## config.mk

```make
export PLATFORM = sky130hd
export DESIGN_NAME = piso_shift_tx
export DESIGN_NICKNAME = d
export VERILOG_FILES = /design/src/rtl/piso_shift_tx.sv
export SDC_FILE = /design/constraint.sdc
export NUM_CORES = 1
export LEC_CHECK = 0
export ABC_AREA = 1
export BUFFER_PORTS_ARGS = -buffer_cell sky130_fd_sc_hd__buf_4
export CAP_MARGIN = 20
export CORE_MARGIN = 2
export CORE_UTILIZATION = 50
export DETAILED_ROUTE_END_ITERATION = 10
export MAX_ROUTING_LAYER = met4
export PLACE_DENSITY = 0.87
export SYNTH_ARGS = -nofsm -noshare
export SYNTH_HDL_FRONTEND = slang
export SYNTH_SLANG_ARGS = --single-unit
```

## constraint.sdc

```tcl
create_clock -name clk -period 3.3 [get_ports clk]
set_clock_uncertainty 0.1 [all_clocks]
set_input_delay 0.495 -clock clk [delete_from_list [all_inputs] [get_ports clk]]
set_output_delay 0.495 -clock clk [all_outputs]
set_load 0.005 [all_outputs]
```

## src/rtl/piso_shift_tx.sv

```systemverilog
// piso_shift_tx: parallel-in / serial-out frame transmitter.
// A word offered on load_data/load_valid is captured while the FSM is IDLE and
// sent one bit per clock on ser_out, framed by ser_valid, frame_start and
// frame_end, followed by GAP_CYCLES idle cycles before the next word.
//
// Timing model: the FSM state runs one cycle ahead of the registered serial
// outputs. The state leaves SHIFT on the same edge that loads the last bit
// onto ser_out. As a result:
//   - load_ready is high in the last-bit cycle when GAP_CYCLES is 0, so
//     back-to-back frames stream without a bubble.
//   - In general, load_ready returns WIDTH+GAP_CYCLES-1 cycles after the
//     first-bit cycle, which leaves exactly GAP_CYCLES idle output cycles
//     between frames.

module piso_shift_tx #(
  parameter int   WIDTH      = 8,     // frame length in bits, 2..32
  parameter int   GAP_CYCLES = 1,     // idle cycles after each frame, 0..15
  parameter int   MSB_FIRST  = 1,     // 1: bit WIDTH-1 first, 0: bit 0 first
  parameter logic IDLE_LEVEL = 1'b1   // ser_out level while ser_valid is 0
) (
  input  logic             clk,
  input  logic             rst,
  input  logic [WIDTH-1:0] load_data,
  input  logic             load_valid,
  output logic             load_ready,
  output logic             ser_out,
  output logic             ser_valid,
  output logic             frame_start,
  output logic             frame_end,
  output logic             busy
);

  localparam int CNT_W = $clog2(WIDTH);
  localparam int GAP_W = (GAP_CYCLES > 1) ? $clog2(GAP_CYCLES) : 1;

  // bit_cnt holds the index of the bit currently on ser_out; the frame ends
  // when the bit after index WIDTH-2 (the last one) is loaded.
  localparam logic [CNT_W-1:0] LAST_SHIFT = CNT_W'(WIDTH - 2);
  localparam logic [GAP_W-1:0] GAP_LAST   = GAP_W'((GAP_CYCLES > 0) ? GAP_CYCLES - 1 : 0);

  typedef enum logic [1:0] {
    IDLE  = 2'd0,
    SHIFT = 2'd1,
    GAP   = 2'd2
  } state_t;

  state_t           state, state_next;
  logic [WIDTH-1:0] shreg, shreg_next;
  logic [CNT_W-1:0] bit_cnt, bit_cnt_next;
  logic [GAP_W-1:0] gap_cnt, gap_cnt_next;
  logic             ser_out_next;
  logic             ser_valid_next;
  logic             frame_start_next;
  logic             frame_end_next;

  // Bit-order helpers. The shift register always keeps the bit to be sent
  // next adjacent to the outgoing end, so one shift per edge suffices.
  logic             first_bit;
  logic             next_bit;
  logic [WIDTH-1:0] shifted;

  // Select the first bit, the following bit and the shifted image for the
  // configured bit order.
  always_comb begin
    if (MSB_FIRST != 0) begin
      first_bit = load_data[WIDTH-1];
      next_bit  = shreg[WIDTH-2];
      shifted   = {shreg[WIDTH-2:0], 1'b0};
    end else begin
      first_bit = load_data[0];
      next_bit  = shreg[1];
      shifted   = {1'b0, shreg[WIDTH-1:1]};
    end
  end

  // Ready and busy are pure state decodes, independent of load_valid.
  assign load_ready = (state == IDLE);
  assign busy       = (state != IDLE);

  // Next-state and next-output logic.
  always_comb begin
    // NOTE: every signal driven here gets a default first, so no path leaves
    // one unassigned and no latch can be inferred.
    state_next       = state;
    shreg_next       = shreg;
    bit_cnt_next     = bit_cnt;
    gap_cnt_next     = gap_cnt;
    ser_out_next     = IDLE_LEVEL;
    ser_valid_next   = 1'b0;
    frame_start_next = 1'b0;
    frame_end_next   = 1'b0;

    unique case (state)
      IDLE: begin
        // Acceptance: capture the word and present its first bit next cycle.
        if (load_valid) begin
          shreg_next       = load_data;
          bit_cnt_next     = '0;
          ser_out_next     = first_bit;
          ser_valid_next   = 1'b1;
          frame_start_next = 1'b1;
          state_next       = SHIFT;
        end
      end

      SHIFT: begin
        // Load the following bit. Inputs are not looked at here, so traffic
        // on load_valid/load_data cannot disturb the frame in flight.
        shreg_next     = shifted;
        ser_out_next   = next_bit;
        ser_valid_next = 1'b1;
        if (bit_cnt == LAST_SHIFT) begin
          frame_end_next = 1'b1;
          bit_cnt_next   = '0;
          gap_cnt_next   = '0;
          state_next     = (GAP_CYCLES == 0) ? IDLE : GAP;
        end else begin
          bit_cnt_next = bit_cnt + CNT_W'(1);
        end
      end

      GAP: begin
        // Hold the line idle for the remaining gap, then reopen for a word.
        if (gap_cnt == GAP_LAST) begin
          gap_cnt_next = '0;
          state_next   = IDLE;
        end else begin
          gap_cnt_next = gap_cnt + GAP_W'(1);
        end
      end

      default: begin
        state_next = IDLE;
      end
    endcase
  end

  // State, datapath and registered serial outputs, with asynchronous reset
  // that aborts any frame and parks the line at IDLE_LEVEL.
  always_ff @(posedge clk or posedge rst) begin
    if (rst) begin
      state       <= IDLE;
      shreg       <= '0;
      bit_cnt     <= '0;
      gap_cnt     <= '0;
      ser_out     <= IDLE_LEVEL;
      ser_valid   <= 1'b0;
      frame_start <= 1'b0;
      frame_end   <= 1'b0;
    end else begin
      // NOTE: non-blocking assignments make every register update from the
      // values sampled at the same edge, independent of statement order.
      state       <= state_next;
      shreg       <= shreg_next;
      bit_cnt     <= bit_cnt_next;
      gap_cnt     <= gap_cnt_next;
      ser_out     <= ser_out_next;
      ser_valid   <= ser_valid_next;
      frame_start <= frame_start_next;
      frame_end   <= frame_end_next;
    end
  end

endmodule

```

Word-level counts from Yosys, hierarchy flattened. Cells that the tools add are included. W data, S select, Z words.

Input bits: 11. Logic and storage cells: 42. Bits in registers: 17.

Eq/ne operators: 6. Muxes and demuxes: 19. Reductions and logical operators: 7. $add $sub $neg: 2.

Operator list (count): $pmux W7 S2 (1); $mux W1 (7); $mux W7 (1); $mux W2 (3); $mux W3 (2); $ne A2 B2 Y1 const B (3); $pmux W1 S2 (3); $pmux W2 S3 (1); $pmux W3 S2 (1); $reduce_bool A2 Y1 (3); $reduce_and A2 Y1 (2); $add A3 B1 Y3 const B (1); $eq A3 B3 Y1 const B (1); $reduce_and A3 Y1 (1); $eq A2 B1 Y1 const B (1); $eq A2 B2 Y1 const B (1); $logic_not A2 Y1 (1); $add A1 B1 Y1 const B (1).

Logic depth before layout (Yosys ltp). Gate-level depths: netlist of the first run.

Word-level depth: 3. Depth in mapped cells: 5.

Least setup slack after synthesis of the first run. OpenSTA, ideal clock, no wires.

Kind: reg-to-output. Start point: register state[0]. End point: output busy. Required time: 2.705 ns. Path buffers: 0. Cell stages (with the launch flop): 3. Path slack: 2.115 ns. Data arrival time: 0.590 ns. Cell sequence: dfrtp_1 > inv_2 > nand2_1.

Cells in the longest elaborated chain, start to end: 1.

Ends and longest elaborated chain: from (decl) (RTL line 47) `state_t state, state_next;`; from (signal assigned) (RTL line 153) `state <= state_next;`; $reduce_bool A2 Y1 (RTL line 78) `assign busy = (state != IDLE);`; to (decl) (RTL line 30) `output logic busy`.

No other way between the ends.

Worst setup path after layout of the first run. Same ends and word-level chain as after synthesis.

==> results of run 1 <==
where the power goes:
group          internal (mW)  switching [mW]
clock                 0.0673          0.0597
sequential             0.282          0.0572
combinational          0.128           0.174
total                  0.477           0.291
how the worst max path moves through the flow:
stage	slack (ns)	to	start
2_1_floorplan	2.11	busy	state[0]$_DFFE_PP0P_
3_5_place_dp	1.84	shreg[6]$_DFFE_PP0P_	load_valid
5_1_grt	1.59	busy	state[0]$_DFFE_PP0P_
4_1_cts	1.63	busy	state[1]$_DFFE_PP0P_
6_report	1.64	busy	state[0]$_DFFE_PP0P_
3_3_place_gp	1.90	shreg[6]$_DFFE_PP0P_	load_valid
flip-flops by register name (all words and copies together) (netlist names):
signal       cells
shreg            7
ser_valid        1
bit_cnt          3
state            2
ser_out          1
frame_start      1
frame_end        1
per-layer routing:
layer  vias up  wire length (um)
met4         0                36
met3         5               119
met5         -                 0
met1       276               545
met2        37               629
li1        290                 -
logic make-up (layout without fill, tap and decap cells):
logic type,count (synthesis),count (layout)
AND/OR/NAND/NOR,49,49
buffers and inverters,8,26
AO/OA/AOI/OAI,2,2
XOR/XNOR,1,1
flip-flops,16,16
stage by stage:
| stage | utilization (%) | cell area, um^2 |
|---|---|---|
| 6_report | 65.5 | 852 |
| 5_1_grt | 65.5 | 852 |
| 4_1_cts | 65.5 | 852 |
| 3_5_place_dp | 62.7 | 816 |
| 3_3_place_gp | 62.7 | 816 |
| 2_1_floorplan | - | 699 |
Yosys cell counts (all sizes together):
cell type  count  area, um^2
buf            2        22.5
dfstp          1        26.3
inv            6        22.5
nor2           7        36.3
nand2         18        70.1
nand3         18        90.1
dfrtp         15         375
o21ai          2        10.0
xnor2          1        8.76
nand4          6        37.5
final cells by class:
cell class	instances	area, um^2
tap	15	18.8
sequential	16	402
inverter	6	22.5
timing repair buffer	16	120
multi-input combinational	52	253
clock buffer	4	36.3
fill	110	449
==> flow_metrics.py, run 1 <==
metrics = {
    "run_status": {
        "status": "complete, no violations",
    },
    "die": {
        "core_area_um2": 1300,
        "die_x_um": 41.4,
        "pin_count": 17,
        "start_util_pct": 53.8,
        "die_area_um2": 1710,
        "die_y_um": 41.4,
        "rows": 13,
    },
    "critical_path": {
        "crit_family": "flip-flops",
        "crit_cells": 3,
        "cp.required_ns": 2.70,
        "reg2reg_to": "shreg[6]$_DFFE_PP0P_",
        "crit_fanout": 7,
        "crit_arrival_ns": 1.07,
        "crit_path_end_kind": "output pin",
        "crit_buf_inv": 2,
        "reg2reg_slack_ns": 1.95,
        "startpoint_type": "register",
        "critPathMaxStageDelay_ns": 0.43,
        "cp_slowest_cell": "dfrtp_1",
        "crit_path_cell_trace": "inv_2, nand2_1, buf_4",
        "r2r_cells": 5,
        "worst-setup-path-type": "reg2out",
        "regToRegStartpoint": "state[1]$_DFFE_PP0P_",
    },
    "cts": {
        "cts_setup_buffers": 0,
        "cts_resized": 0,
        "cts-root-buf": "clkbuf_4",
        "cts-hold-fix-buffers": 0,
        "clock-sinks": 16,
        "clk_latency_ns": 0.29,
        "cts_made_buffers": 3,
        "cts_tree": "yes",
        "h-tree-depth": 1,
        "clkTransAtPathRegs_ns": 0.09,
        "cts_buffer_depth": 2,
    },
    "detailed_routing": {
        "drt-wirelength-per-cell_um": 12.2,
        "postRouteAntennaNets": 0,
        "vias_per_cell": 5.58,
        "totalWireLength_um": 1330,
        "dr.pass1.iters": 4,
        "via_count": 608,
        "drc": 0,
        "drt_first_iter_violations": 25,
    },
    "final_layout": {
        "final_cell_mix": "18 x nand3_1, 17 x nand2_1, 16 x buf_4",
        "synthToLayoutAreaGrowth_pct": 21.8,
        "final_cells": 109,
        "diodes": 0,
        "final_common_cell": "nand3_1",
        "drive_gt1_share_pct": 27.7,
        "nNetsFinal": 106,
    },
    "pwr": {
        "finalPower_mw": 0.768,
        "leakagePower_nw": 0.443,
        "power_density_nw_per_um2": 901,
        "peakVddDrop_mv": 0.567,
    },
    "yosys": {
        "synthAdderAreaFrac_pct": 0,
        "ys_seq_area_share_pct": 57.4,
        "yosys.area_share.simple_pct": 33.5,
        "yosysWarnings": 0,
        "syn_nets": 87,
        "syn_area_um2": 699,
        "synth_top_family_by_area": "simple AND/OR/NAND/NOR gates",
        "synth_xor_xnor_area_share_pct": 1.25,
        "synthCells": 76,
        "synth_seq_cells": 16,
        "synthMuxAreaShare_pct": 0,
        "synth_cell_types": 14,
        "synth_compound_area_share_pct": 1.43,
        "syn_area_per_cell_um2": 9.20,
    },
    "global_route": {
        "use_met2_pct": 28.4,
        "grt_max_degree": 17,
        "grt_pass1_wl_um": 2320,
        "grt-busiest-layer": "met2",
        "antenna_found_initial": 0,
        "use_met3_pct": 5.22,
        "grt-ovfl-total": 0,
        "use_met1_pct": 21.2,
        "grt_pass1_vias": 548,
        "track_usage_pct": 18.5,
    },
    "placement": {
        "gp_congestion": 0.751,
        "dp_cells": 105,
        "port_buffers": 16,
        "hpwl_um": 989,
        "place_ws_ns": 1.84,
    },
    "sta": {
        "relSlewSlack_pct": 61.9,
        "setup_tns_ns": 0,
        "fmax_ghz": 0.602,
        "worst_pin_slew_ns": 0.572,
        "finalWorstSetupSlack_ns": 1.64,
        "rsz0062_at_grt": "false",
        "hold_viol_final": 0,
        "slew_violations": 0,
        "hold_ws_ns": 0.155,
        "min_period_ns": 1.66,
        "setup_viol": 0,
        "fin_crit_sh_pct": 50.3,
    },
    "flow_run": {
        "drv_cap": 0,
    },
    "worst_hold_path": {
        "hold_class": "in2async",
    },
}
Note: power is estimated with default switching activity, not from simulation.
==> run 2, diff against run 1 <==
Settings changed: CORE_UTILIZATION 50 to 45, PLACE_DENSITY 0.87 to 0.84.
Clock period 3.3 ns to 1.5 ns, I/O delays scaled along.
==> run 2 against run 1 <==
  * Register-to-register slack lost 1.8 ns
  * Global-route usage decreased by 2.3 points
  * Die area rose by 10%
  * Highest routed layer unchanged
  * Critical endpoint unchanged
  * Largest power group unchanged
  * Wire length decreased by 4.9%
  * Critical path depth did not move
==> flow_metrics.py, run 2 (same netlist as run 1, synthesis figures left out) <==
metrics = {
    "detailed_routing": {
        "postRouteAntennaNets": 0,
        "via_count": 581,
        "dr.pass1.iters": 4,
        "drt_first_iter_violations": 17,
        "drt-wirelength-per-cell_um": 11.4,
        "totalWireLength_um": 1260,
        "drc": 0,
        "vias_per_cell": 5.23,
    },
    "sta": {
        "setup_tns_ns": 0,
        "slew_violations": 0,
        "worst_pin_slew_ns": 0.590,
        "finalWorstSetupSlack_ns": 0.114,
        "setup_viol": 0,
        "fmax_ghz": 0.722,
        "hold_viol_final": 0,
        "rsz0062_at_grt": "false",
        "relSlewSlack_pct": 60.6,
        "fin_crit_sh_pct": 92.4,
        "min_period_ns": 1.39,
    },
    "cts": {
        "cts-root-buf": "clkbuf_4",
        "h-tree-depth": 1,
        "cts_setup_buffers": 0,
        "cts_tree": "yes",
        "cts_buffer_depth": 2,
        "clkTransAtPathRegs_ns": 0.09,
        "clock-sinks": 16,
        "clk_latency_ns": 0.29,
        "cts_made_buffers": 3,
    },
    "final_layout": {
        "reg.largest.list": "shreg x7, bit_cnt x3, state x2",
        "nNetsFinal": 107,
        "final_cell_mix": "18 x nand3_1, 17 x nand2_1, 16 x buf_4",
        "final_common_cell": "nand3_1",
        "drive_gt1_share_pct": 27.4,
        "largest_reg_flops": 7,
        "top_register": "shreg",
        "synthToLayoutAreaGrowth_pct": 23.4,
        "diodes": 0,
    },
    "die": {
        "rows": 14,
        "pin_count": 17,
        "die_x_um": 43.4,
        "start_util_pct": 47.0,
        "die_area_um2": 1890,
        "core_area_um2": 1490,
        "die_y_um": 43.4,
    },
    "worst_hold_path": {
        "hold-path-endpoint": "shreg[0]$_DFFE_PP0P_",
        "hold_class": "in2reg",
        "hold_depth": 3,
        "min_from": "load_data[0]",
    },
    "global_route": {
        "track_usage_pct": 16.2,
        "grt-ovfl-total": 0,
        "grt_pass1_wl_um": 2110,
        "grt_pass1_vias": 484,
        "antenna_found_initial": 0,
        "grt_max_degree": 17,
    },
    "pwr": {
        "comb_power_share_pct": 38.5,
        "power.internal_mw": 1.05,
        "power_density_nw_per_um2": 1940,
        "clkPwrFrac_pct": 17.4,
        "peakVddDrop_mv": 1.32,
        "power_frac_seq_pct": 44.1,
        "switchingPower_mw": 0.628,
        "leakagePower_nw": 0.447,
        "p_sw_share_pct": 37.4,
    },
    "critical_path": {
        "worst-setup-path-type": "reg2out",
        "cp.required_ns": 1.17,
        "startpoint_type": "register",
        "reg2reg_to": "shreg[6]$_DFFE_PP0P_",
        "crit_arrival_ns": 1.06,
        "crit_path_end_kind": "output pin",
        "crit_fanout": 7,
        "reg2reg_slack_ns": 0.17,
        "regToRegStartpoint": "state[1]$_DFFE_PP0P_",
        "r2r_cells": 5,
    },
    "placement": {
        "gp_congestion": 0.786,
        "place_ws_ns": 0.192,
        "port_buffers": 16,
        "hpwl_um": 914,
    },
    "flow_run": {
        "drv_cap": 0,
    },
    "run_status": {
        "status": "complete, no violations",
    },
}
run 2: worst max-delay path by stage:
| stage | end | slack (ns) | start |
|---|---|---|---|
| detailed placement | shreg[6]$_DFFE_PP0P_ | 0.19 | state[1]$_DFFE_PP0P_ |
| floorplan | shreg[5]$_DFFE_PP0P_ | 0.35 | state[1]$_DFFE_PP0P_ |
| CTS | busy | 0.11 | state[0]$_DFFE_PP0P_ |
| finish | busy | 0.11 | state[0]$_DFFE_PP0P_ |
| global route | shreg[6]$_DFFE_PP0P_ | 0.03 | state[1]$_DFFE_PP0P_ |
| global placement | shreg[6]$_DFFE_PP0P_ | 0.26 | state[1]$_DFFE_PP0P_ |
run 2: cell type report:
class,instances,area [um^2]
fill,131,626
sequential,16,402
multi-input combinational,52,253
timing repair buffer,17,130
clock buffer,4,36.3
inverter,6,22.5
tap,16,20.0
run 2: worst max-delay path: stages, from the launching register on:
cell and delay, ns:
dfrtp_1 0.42, inv_2 0.15, nand2_1 0.07, buf_4 0.13
run 2: metal layers:
metal  vias up  wire length [um]  GRT usage (%)  part of all wire, %
li1        294                 -              -                    -
met1       262               616           23.4                   49
met2        20               536           20.6                   42
met3         5                71           2.50                  5.6
met4         0                39           10.9                  3.1
met5         -                 0              -                    0
run 2: metrics by stage:
step	cells	total power [mW]	cell area, um^2	utilization (%)	hold slack, ns
after floorplan	76	1.23	699	-	0.0380
after global routing	111	1.82	863	58.0	0.0324
after global placement	106	1.38	817	54.9	0.218
after detailed placement	106	1.40	817	54.9	0.233
final	111	1.68	863	58.0	0.0369
after CTS	111	1.69	863	58.0	0.0342
run 2: power by group through the flow:
stage               registers (mW)  clock network (mW)  logic (mW)
detailed placement           0.748                   0       0.650
global placement             0.745                   0       0.639
finish                       0.740               0.291       0.647
floorplan                    0.731                   0       0.496
CTS                          0.739               0.299       0.656
global route                 0.765               0.314       0.739
run 2: timing repair:
action / CTS / global route
hold buffers: 1 / 0
hold endpoints to repair: 15 / 0
gates resized for setup: 0 / 0
==> run 3, diff against run 2 <==
Settings changed: ABC_AREA 1 to unset, CORE_UTILIZATION 45 to 44, PLACE_DENSITY 0.84 to 0.82.
==> run 3 against run 2 <==
  * Clock power fell by 2%
  * Clock-buffer cell count did not move
  * Global-route usage rose by 0.38 points
  * Synthesized cell count fell by 13%
  * Cell area rose by 3.0%
  * Hold slack improved by 0.055 ns
  * Via count fell by 4.1%
  * Critical path type unchanged
  * Critical endpoint unchanged
==> flow_metrics.py, run 3 <==
metrics = {
    "critical_path": {
        "crit_fanout": 14,
        "cp.required_ns": 1.17,
        "startpoint_type": "register",
        "crit_arrival_ns": 1.11,
        "crit_path_end_kind": "output pin",
        "worst-setup-path-type": "reg2out",
    },
    "pwr": {
        "peakVddDrop_mv": 0.891,
        "leakagePower_nw": 0.412,
        "power_density_nw_per_um2": 1780,
    },
    "cts": {
        "cts-root-buf": "clkbuf_4",
        "cts_tree": "yes",
        "clkTransAtPathRegs_ns": 0.09,
        "cts_setup_buffers": 0,
        "clk_latency_ns": 0.29,
        "cts_made_buffers": 3,
        "cts_buffer_depth": 2,
        "clock-sinks": 16,
        "h-tree-depth": 1,
    },
    "flow_run": {
        "drv_cap": 0,
    },
    "yosys": {
        "yosys_most_used_dff": "dfrtp_1",
        "yosysWarnings": 0,
        "synth-edff-count": 0,
        "yosys.area_share.simple_pct": 14.9,
        "synthCells": 66,
        "yosysMostFrequentCell": "dfrtp_1",
        "ys_seq_area_share_pct": 58.2,
        "async_flop_share_pct": 100,
        "synth_compound_area_share_pct": 21.2,
        "synth_area_leader_cell": "dfrtp_1",
        "synth_cell_types": 23,
        "syn_area_per_cell_um2": 10.5,
        "synth_xor_xnor_area_share_pct": 0,
        "synth_seq_cells": 16,
        "synthMuxAreaShare_pct": 0,
        "synth_top_family_by_area": "compound AO/OA/AOI/OAI gates",
        "syn_area_um2": 691,
        "synthAdderAreaFrac_pct": 0,
        "synth_common_cells": "15 x dfrtp_1, 9 x nand2_1, 8 x o21ai_1, 6 x a22oi_1",
        "synth_top_area_share_pct": 54.3,
        "syn_nets": 77,
        "synthTopCellsByArea": "dfrtp_1 54%, a22oi_1 6.5%, o21ai_1 5.8%, nand2_1 4.9%, dfstp_2 3.8%",
    },
    "die": {
        "die_y_um": 43.6,
        "core_area_um2": 1490,
        "rows": 14,
        "die_x_um": 43.6,
        "start_util_pct": 46.4,
        "die_area_um2": 1900,
        "pin_count": 17,
    },
    "detailed_routing": {
        "vias_per_cell": 5.41,
        "drt_first_iter_violations": 15,
        "totalWireLength_um": 1410,
        "via_count": 557,
        "drt-wirelength-per-cell_um": 13.6,
        "dr.pass1.iters": 4,
        "postRouteAntennaNets": 0,
        "drc": 0,
    },
    "final_layout": {
        "reg.largest.list": "shreg x7, bit_cnt x3, state x2",
        "num-fill-cells": 128,
        "diodes": 0,
        "top_register": "shreg",
        "multiInputGateArea_um2": 256,
        "final_cells": 103,
        "nNetsFinal": 99,
        "regArea_um2": 402,
        "drive_gt1_share_pct": 33.3,
        "final_cell_mix": "18 x buf_4, 15 x dfrtp_1, 9 x nand2_1",
        "largest_reg_flops": 7,
        "final_common_cell": "buf_4",
        "synthToLayoutAreaGrowth_pct": 28.8,
    },
    "run_status": {
        "status": "complete, no violations",
    },
    "global_route": {
        "antenna_found_initial": 0,
        "grt_pass1_wl_um": 2230,
        "grt_pass1_vias": 538,
        "grt_max_degree": 17,
        "track_usage_pct": 16.5,
        "grt-ovfl-total": 0,
    },
    "placement": {
        "dp_cells": 98,
        "hpwl_um": 1010,
        "gp_congestion": 0.891,
        "place_ws_ns": 0.263,
        "port_buffers": 16,
    },
    "sta": {
        "worst_pin_slew_ns": 0.589,
        "min_period_ns": 1.44,
        "hold_viol_final": 0,
        "fin_crit_sh_pct": 95.7,
        "setup_tns_ns": 0,
        "fmax_ghz": 0.697,
        "rsz0062_at_grt": "false",
        "finalWorstSetupSlack_ns": 0.0648,
        "setup_viol": 0,
        "slew_violations": 0,
        "relSlewSlack_pct": 60.7,
    },
    "worst_hold_path": {
        "hold_class": "in2reg",
    },
}
run 3: cell types whose count changed in the layout (fill, tap and decap cells not counted), sizes merged, moves of 2 or more:
cell,before,now
nand3,18,0
nand2,18,9
o21ai,2,9
a22oi,0,6
nand4,6,0
nor2,7,2
buf,16,19
nand2b,0,3
a22o,0,2
nor2b,0,2
nor3b,0,2
run 3: worst paths after layout:
check                                     startpoint                endpoint  slack (ns)  cells past startpoint
worst min-delay path                    load_data[7]       ser_out$_DFF_PP1_        0.09                      3
worst min register to register  shreg[3]$_DFFE_PP0P_    shreg[3]$_DFFE_PP0P_        0.40                      2
worst max register to register  state[1]$_DFFE_PP0P_    shreg[4]$_DFFE_PP0P_        0.24                      4
max in group asynchronous                        rst  bit_cnt[2]$_DFFE_PP0P_        0.46                      3
min in group asynchronous                        rst    shreg[4]$_DFFE_PP0P_        0.45                      3
worst max-delay path            state[0]$_DFFE_PP0P_                    busy        0.06                      4
run 3: logic make-up after synthesis:
logic type             count (synthesis)
AOI/OAI and AO/OA                     22
and+or+nand+nor                       20
DFF                                   16
buffers and inverters                  8
run 3: final cells by class:
| class | instances | share of cell area (%) |
|---|---|---|
| Timing Repair Buffer | 20 | 17.6 |
| Sequential cell | 16 | 45.1 |
| Clock buffer | 4 | 4.08 |
| Multi-Input combinational cell | 42 | 28.8 |
| Tap cell | 16 | 2.25 |
| Inverter | 5 | 2.11 |
run 3: routing by layer:
layer,global-route usage [%],vias up,share of wire [%]
met4,5.45,0,0.78
met3,5.00,2,4.8
met2,27.1,17,49
met1,19.3,266,46
met5,-,-,0
li1,-,272,-
run 3: what timing repair did:
action,in CTS,in global routing
hold buffers,1,0
gates resized for setup,1,2
setup endpoints to repair,1,2
endpoints found under the hold margin,15,0
run 3: stage by stage:
step	cell area (um^2)	power [mW]	hold slack (ns)	utilization [%]
finish	890	1.58	0.0919	59.7
global route	890	1.68	0.0890	59.7
CTS	881	1.56	0.0867	59.2
detailed placement	832	1.28	0.228	55.9
global placement	832	1.26	0.226	55.9
floorplan	691	1.08	0.0380	-
run 3: power breakdown:
| group | internal [mW] | switching (mW) | leakage, nW |
|---|---|---|---|
| clock | 0.148 | 0.138 | 0.0210 |
| sequential | 0.585 | 0.100 | 0.202 |
| combinational | 0.318 | 0.294 | 0.188 |
| total | 1.05 | 0.532 | 0.412 |
run 3: critical path, cell delays in order (launching register included):
cell	delay (ns)
dfrtp_1	0.40
buf_6	0.16
nor2_4	0.10
inv_2	0.04
buf_4	0.12
